## config.mk

```make
export PLATFORM = sky130hd
export DESIGN_NAME = ir_scan_intf
export DESIGN_NICKNAME = d
export VERILOG_FILES = /design/src/rtl/ir_scan_intf.sv
export SDC_FILE = /design/constraint.sdc
export NUM_CORES = 1
export LEC_CHECK = 0
export BUFFER_PORTS_ARGS = -buffer_cell sky130_fd_sc_hd__buf_2
export CORE_MARGIN = 5
export CORE_UTILIZATION = 62
export DETAILED_ROUTE_END_ITERATION = 12
export PLACE_DENSITY = 0.93
export SKIP_CTS_REPAIR_TIMING = 1
export SYNTH_ARGS = -nofsm -noshare
export SYNTH_HDL_FRONTEND = slang
export SYNTH_SLANG_ARGS = --single-unit
```

## constraint.sdc

```tcl
create_clock -name clk -period 3.4 [get_ports clk]
set_input_delay 0.34 -clock clk [delete_from_list [all_inputs] [get_ports clk]]
set_output_delay 0.34 -clock clk [all_outputs]
set_load 0.1 [all_outputs]
```

## src/rtl/ir_scan_intf.sv

```systemverilog
// IR line-sensor front end: powers the emitters, scans an ADC128S-style SPI ADC,
// inverts and averages each channel, and publishes a thresholded result set.
module ir_scan_intf #(
  parameter int NUM_CH     = 8,
  parameter int SCLK_DIV   = 32,
  parameter int SETTLE_CYC = 1024,
  parameter int PERIOD_CYC = 8192,
  parameter int AVG_LOG2   = 0
) (
  input  logic                  clk,
  input  logic                  rst_n,
  input  logic                  en,
  input  logic [11:0]           line_thresh,
  input  logic                  MISO,
  output logic                  MOSI,
  output logic                  SCLK,
  output logic                  SS_n,
  output logic                  IR_en,
  output logic [12*NUM_CH-1:0]  ir_data,
  output logic                  ir_vld,
  output logic                  line_present
);

  localparam int FRAMES    = NUM_CH + 1;
  localparam int HALF      = SCLK_DIV / 2;
  localparam int GAP_CYC   = 2;
  localparam int LAST_EVT  = 32;
  localparam int ACC_W     = 12 + AVG_LOG2;
  localparam int NSCAN     = 1 << AVG_LOG2;
  localparam int SW        = AVG_LOG2 + 1;
  localparam int TW        = (PERIOD_CYC > 2) ? $clog2(PERIOD_CYC) : 1;
  localparam int CMAX      = (SETTLE_CYC > HALF) ? SETTLE_CYC : HALF;
  localparam int CW        = $clog2(CMAX + 1);

  typedef enum logic [2:0] {
    S_IDLE, S_SETTLE, S_FRAME, S_GAP, S_ACCUM, S_PUBLISH
  } state_e;

  state_e               state_q, state_d;
  logic [TW-1:0]        tmr_q, tmr_d;
  logic [CW-1:0]        cnt_q, cnt_d;
  logic [5:0]           evt_q, evt_d;
  logic [3:0]           frame_q, frame_d;
  logic [15:0]          tx_q, tx_d;
  logic [15:0]          rx_q, rx_d;
  logic                 sclk_q, sclk_d;
  logic                 ss_n_q, ss_n_d;
  logic                 mosi_q, mosi_d;
  logic                 ir_en_q, ir_en_d;
  logic [ACC_W-1:0]     acc_q [NUM_CH];
  logic [ACC_W-1:0]     acc_d [NUM_CH];
  logic [SW-1:0]        scan_cnt_q, scan_cnt_d;
  logic [NUM_CH-1:0][11:0] ir_data_q, ir_data_d;
  logic                 line_q, line_d;
  logic                 vld_q, vld_d;

  logic                 scan_start;
  logic [11:0]          inv_sample;

  // Frame j addresses channel j; the trailing extra frame only flushes the ADC pipeline.
  function automatic logic [15:0] addr_word(input logic [3:0] f);
    return (f < 4'(NUM_CH)) ? {2'b00, f[2:0], 11'b0} : 16'h0000;
  endfunction

  assign scan_start = en && (tmr_q == TW'(PERIOD_CYC - 1));
  assign tmr_d      = (!en || scan_start) ? '0 : tmr_q + 1'b1;
  assign inv_sample = ~rx_q[11:0];

  // NOTE: every signal assigned here gets its default first, so no path leaves a latch behind.
  always_comb begin
    state_d    = state_q;
    cnt_d      = cnt_q;
    evt_d      = evt_q;
    frame_d    = frame_q;
    tx_d       = tx_q;
    rx_d       = rx_q;
    sclk_d     = sclk_q;
    ss_n_d     = ss_n_q;
    mosi_d     = mosi_q;
    ir_en_d    = ir_en_q;
    acc_d      = acc_q;
    scan_cnt_d = scan_cnt_q;
    ir_data_d  = ir_data_q;
    line_d     = line_q;
    vld_d      = 1'b0;

    unique case (state_q)
      S_IDLE: begin
        if (scan_start) begin
          state_d = S_SETTLE;
          ir_en_d = 1'b1;
          cnt_d   = '0;
        end
      end

      S_SETTLE: begin
        if (cnt_q == CW'(SETTLE_CYC - 1)) begin
          state_d = S_FRAME;
          frame_d = '0;
          ss_n_d  = 1'b0;
          tx_d    = addr_word(4'd0);
          cnt_d   = '0;
          evt_d   = '0;
        end else begin
          cnt_d = cnt_q + 1'b1;
        end
      end

      // Half-period events: even = SCLK fall + MOSI shift, odd = SCLK rise + MISO sample,
      // event 32 closes the frame half a period after the 16th rise.
      S_FRAME: begin
        if (cnt_q == CW'(HALF - 1)) begin
          cnt_d = '0;
          evt_d = evt_q + 6'd1;
          if (evt_q == 6'(LAST_EVT)) begin
            ss_n_d  = 1'b1;
            mosi_d  = 1'b0;
            frame_d = frame_q + 4'd1;
            for (int k = 0; k < NUM_CH; k++) begin
              if (frame_q == 4'(k + 1)) acc_d[k] = acc_q[k] + ACC_W'(inv_sample);
            end
            if (frame_q == 4'(FRAMES - 1)) begin
              state_d = S_ACCUM;
              ir_en_d = 1'b0;
            end else begin
              state_d = S_GAP;
            end
          end else if (!evt_q[0]) begin
            sclk_d = 1'b0;
            mosi_d = tx_q[15];
            tx_d   = {tx_q[14:0], 1'b0};
          end else begin
            sclk_d = 1'b1;
            rx_d   = {rx_q[14:0], MISO};
          end
        end else begin
          cnt_d = cnt_q + 1'b1;
        end
      end

      S_GAP: begin
        if (cnt_q == CW'(GAP_CYC - 1)) begin
          state_d = S_FRAME;
          ss_n_d  = 1'b0;
          tx_d    = addr_word(frame_q);
          cnt_d   = '0;
          evt_d   = '0;
        end else begin
          cnt_d = cnt_q + 1'b1;
        end
      end

      S_ACCUM: begin
        scan_cnt_d = scan_cnt_q + 1'b1;
        state_d    = (scan_cnt_q == SW'(NSCAN - 1)) ? S_PUBLISH : S_IDLE;
      end

      S_PUBLISH: begin
        line_d = 1'b0;
        for (int k = 0; k < NUM_CH; k++) begin
          ir_data_d[k] = 12'(acc_q[k] >> AVG_LOG2);
          if (ir_data_d[k] > line_thresh) line_d = 1'b1;
          acc_d[k] = '0;
        end
        vld_d      = 1'b1;
        scan_cnt_d = '0;
        state_d    = S_IDLE;
      end

      default: state_d = S_IDLE;
    endcase
  end

  // NOTE: sequential state uses non-blocking assignments so all flops update from the same pre-edge values.
  always_ff @(posedge clk or negedge rst_n) begin
    if (!rst_n) begin
      state_q    <= S_IDLE;
      tmr_q      <= '0;
      cnt_q      <= '0;
      evt_q      <= '0;
      frame_q    <= '0;
      tx_q       <= '0;
      rx_q       <= '0;
      sclk_q     <= 1'b1;
      ss_n_q     <= 1'b1;
      mosi_q     <= 1'b0;
      ir_en_q    <= 1'b0;
      scan_cnt_q <= '0;
      ir_data_q  <= '0;
      line_q     <= 1'b0;
      vld_q      <= 1'b0;
      // NOTE: the accumulator array is a handful of flops, not RAM, so it is reset to drop partial averages.
      for (int k = 0; k < NUM_CH; k++) acc_q[k] <= '0;
    end else begin
      state_q    <= state_d;
      tmr_q      <= tmr_d;
      cnt_q      <= cnt_d;
      evt_q      <= evt_d;
      frame_q    <= frame_d;
      tx_q       <= tx_d;
      rx_q       <= rx_d;
      sclk_q     <= sclk_d;
      ss_n_q     <= ss_n_d;
      mosi_q     <= mosi_d;
      ir_en_q    <= ir_en_d;
      scan_cnt_q <= scan_cnt_d;
      ir_data_q  <= ir_data_d;
      line_q     <= line_d;
      vld_q      <= vld_d;
      acc_q      <= acc_d;
    end
  end

  assign MOSI         = mosi_q;
  assign SCLK         = sclk_q;
  assign SS_n         = ss_n_q;
  assign IR_en        = ir_en_q;
  assign ir_data      = ir_data_q;
  assign ir_vld       = vld_q;
  assign line_present = line_q;

endmodule

```

==> out/summary.md <==
- **total power** 6610 uW
- **switch share** 21.8%
- **Hold Startpoint** en
- **die height** 172 um
- **Placement Rows** 59
- **sort of element at the end of the critical path** flip-flop
- **clock tree from TritonCTS** done
- **hold path endpoint** tmr_q[10]
- **area enclosed by the die boundary** 29500 um2
- **post-layout net count** 2175
- **total of max-cap violations** 0
- **Clk pin slew, worst setup/hold paths** 0.06 ns
- **cell area after technology mapping** 16200 um2
- **clock network fraction of design power** 51.2%
- **CTS buffer count** 28
- **Post-Syn Instances** 1836
- **share of flip-flops with an asynchronous set or reset after synthesis** 100%
- **capture instance of the worst register-to-register path** acc_q[82]
- **met2 routing resource usage after global routing** 50.7%
- **final sum of negative setup slack** 0 ns
- **Mapped Avg Cell Area** 8.85 um2
- **antenna fix cells** 0
- **Clock Tree Buf Depth** 3
- **Max Freq** 330 MHz
- **period utilisation layout** 89.2%
- **Detail Route Antenna Nets** 0
- **worst min-delay path category** in -> reg
- **number of slew-limit violations in the final report** 0
- **sequential area share after synthesis** 39.0%
- **Pint** 5170 uW
- **post-synth cell types** 71
- **signed area change from the synthesized netlist to the final layout** 12.9%
- **Post-synth EDFFs** 0
- **hold violation total from the final report** 0
- **core utilization of the finished layout** 70.8%
- **DRC violation count after routing** 0
- **share of total power in sequential cells** 45.7%
- **sum of routed wire length over all layers** 45900 um
- **result of the run** completed
- **switching power summed over all nets** 1440 uW
- **maximum number of pins on one net before global-route repair** 102
- **core footprint** 25900 um2
- **Synth Net Count** 2053
- **Slew Limit Headroom** 48.1%
- **PortBufs** 117
- **Period minus WS final** 3.03 ns
- **worst-margin pin slew** 0.779 ns
- **I/O pin cnt** 118
- **worst-case reg-to-reg path depth** 10
- **clock sink total** 253
- **final instance area** 18300 um2
- **share of post-route cells with drive strength above 1** 11.6%
- **H-tree levels** 1
- **number of global-route vias before repair** 14700
- **placed cell area** 17300 um2
- **placed wire-length estimate after detailed placement** 31700 um
- **violation count after the first detailed-route iteration** 1658
- **insertion delay to the later sink of the worst-skew pair** 0.55 ns
- **average detailed-routed wire length per instance** 19.8 um
- **via/cell ratio** 6.35
- **post-synthesis sequential element count** 253
- **reg-to-reg startpoint** rx_q[0]
- **Final Wtd Congestion** 0.969
- **die boundary width** 172 um
- **global-route usage over all layers** 30.9%
- **Congestion Overflow GR** 0
- **Synth Warn #** 0
- **global-route wire length before repair** 74300 um
- **initial antenna violation count** 0
- **Hold Path Stages** 2
- **Final setup viols** 0
- **routing layer with the top usage in global route** met2
- **initial core utilization** 62.7%
- **setup clock skew after layout** 0.0143 ns
- **setup repair after global routing missed its margin** no
- **fraction of power consumed by combinational cells** 3.2%
- **maximum net fanout on the critical path** 9
- **Crit path arrival time** 3.46 ns
- **WP data required** 3.82 ns
- **GR Layer Usage met3** 5.83%
- **internal reg-to-reg setup slack** 0.37 ns
- **number of search-and-repair iterations in the first detailed-routing pass** 6
- **DR vias** 14700
- **Worst Setup Start Kind** flip-flop
- **dominant register cell in the synthesized netlist** dfrtp_1
- **leakage power** 0.00976 uW
- **global-route met1 utilization** 39.6%
- **root cell of the clock tree** clkbuf_16
- **PwrDens** 360 nW/um2
- **Setup Crit Path Kind** reg -> reg
- **maximum vdd drop** 0.395 mV
==> how the worst max path moves through the flow <==
stage,slack (ns),to,cells past startpoint,from
6_report,0.37,acc_q[82],10,rx_q[0]
3_5_place_dp,0.50,acc_q[82],10,rx_q[0]
2_1_floorplan,0.60,acc_q[35],9,rx_q[1]
4_1_cts,0.45,acc_q[82],10,rx_q[0]
5_1_grt,0.22,acc_q[82],10,rx_q[0]
3_3_place_gp,0.63,acc_q[94],10,rx_q[0]
==> cells in the mapped netlist (all sizes together) (12+ instances only) <==
cell type    n  share of area [%]
nand2      360                8.3
dfrtp      251                 39
ha         193                 15
o21ai      157                4.8
nand3      110                3.6
nor2       100                2.3
a21oi       86                2.7
inv         79                1.8
a21o        43                2.0
xnor2       40                2.2
clkbuf      39               0.90
nor3        36                1.2
xor2        34                1.8
buf         22               0.68
nand4       22               0.85
and3        19               0.73
mux2i       18                1.1
nor3b       18               0.83
o21bai      18               0.83
a211oi      17               0.79
a31oi       17               0.65
nor2b       12               0.46
==> power by group through the flow <==
stage                     sequential [uW]  clock (uW)  combinational, uW
after CTS                            3020        3400                207
after global placement               3070           0                194
after floorplan                      3070           0               75.9
after detailed placement             3070           0                205
after global routing                 3020        3530                231
final                                3020        3380                209
==> worst max-delay path, stage by stage, from the launching register on <==
cell and delay (ns):
dfrtp_1 0.35, inv_1 0.25, ha_1 0.35, fa_1 0.42, a21o_1 0.19, a21oi_1 0.27
o21ai_0 0.12, a31oi_1 0.25, o21ai_0 0.16, nor4bb_1 0.16, or3b_1 0.38
==> routing by layer <==
layer | up-vias | wire length [um]
li1 | 6731 | -
met1 | 6983 | 17300
met2 | 755 | 21300
met3 | 217 | 4440
met4 | 0 | 2750
met5 | - | 0
==> cell usage in the layout, fill, tap and decap left out, types with 17 or more instances in the layout <==
| master | instances |
|---|---|
| o21bai_1 | 18 |
| buf_2 | 116 |
| nor3b_1 | 18 |
| dfrtp_1 | 251 |
| o21ai_0 | 152 |
| a31oi_1 | 17 |
| mux2i_1 | 18 |
| xor2_1 | 34 |
| ha_1 | 193 |
| nor3_1 | 33 |
| xnor2_1 | 40 |
| inv_1 | 78 |
| nand2_1 | 360 |
| a21oi_1 | 86 |
| clkbuf_16 | 29 |
| nor2_1 | 100 |
| nand3_1 | 104 |
| and3_1 | 19 |
| nand4_1 | 22 |
| buf_4 | 33 |
| a21o_1 | 43 |
| a211oi_1 | 17 |
==> sequential cells by signal, indices dropped and copies added, names as in the netlist, 3 cells and up <==
| register | cells |
|---|---|
| ir_data | 96 |
| tmr_q | 13 |
| frame_q | 4 |
| tx_q | 5 |
| cnt_q | 11 |
| rx_q | 12 |
| evt_q | 6 |
| acc_q | 96 |
| state_q | 3 |
==> area by class of cell <==
class                      instances  area, um2
clock buffer                      36        792
timing repair buffer             153        893
inverter                          81        304
clock inverter                    14        236
tap                              335        419
multi-input combinational       1441       9360
fill                            1780       7570
sequential                       253       6330
==> through the flow <==
stage / instances / hold slack (ns) / setup slack (ns)
global placement: 2262 / 0.436 / 0.629
finish: 2313 / 0.0806 / 0.367
global route: 2313 / 0.0933 / 0.216
CTS: 2312 / -0.128 / 0.453
detailed placement: 2262 / 0.445 / 0.501
floorplan: 1836 / 0.0444 / 0.602
==> kinds of logic (layout without fill, tap and decap cells) <==
logic type,Yosys count,in the layout,synth area share (%)
adder cells (fa/ha/maj),201,201,15.9
buffers and inverters,142,284,3.45
multiplexers,22,22,1.39
AO/OA/AOI/OAI,420,420,15.9
flip-flops,253,253,39.0
AND/OR/NAND/NOR,724,724,20.4
XOR/XNOR,74,74,3.99
(Power assumes the default switching activity.)
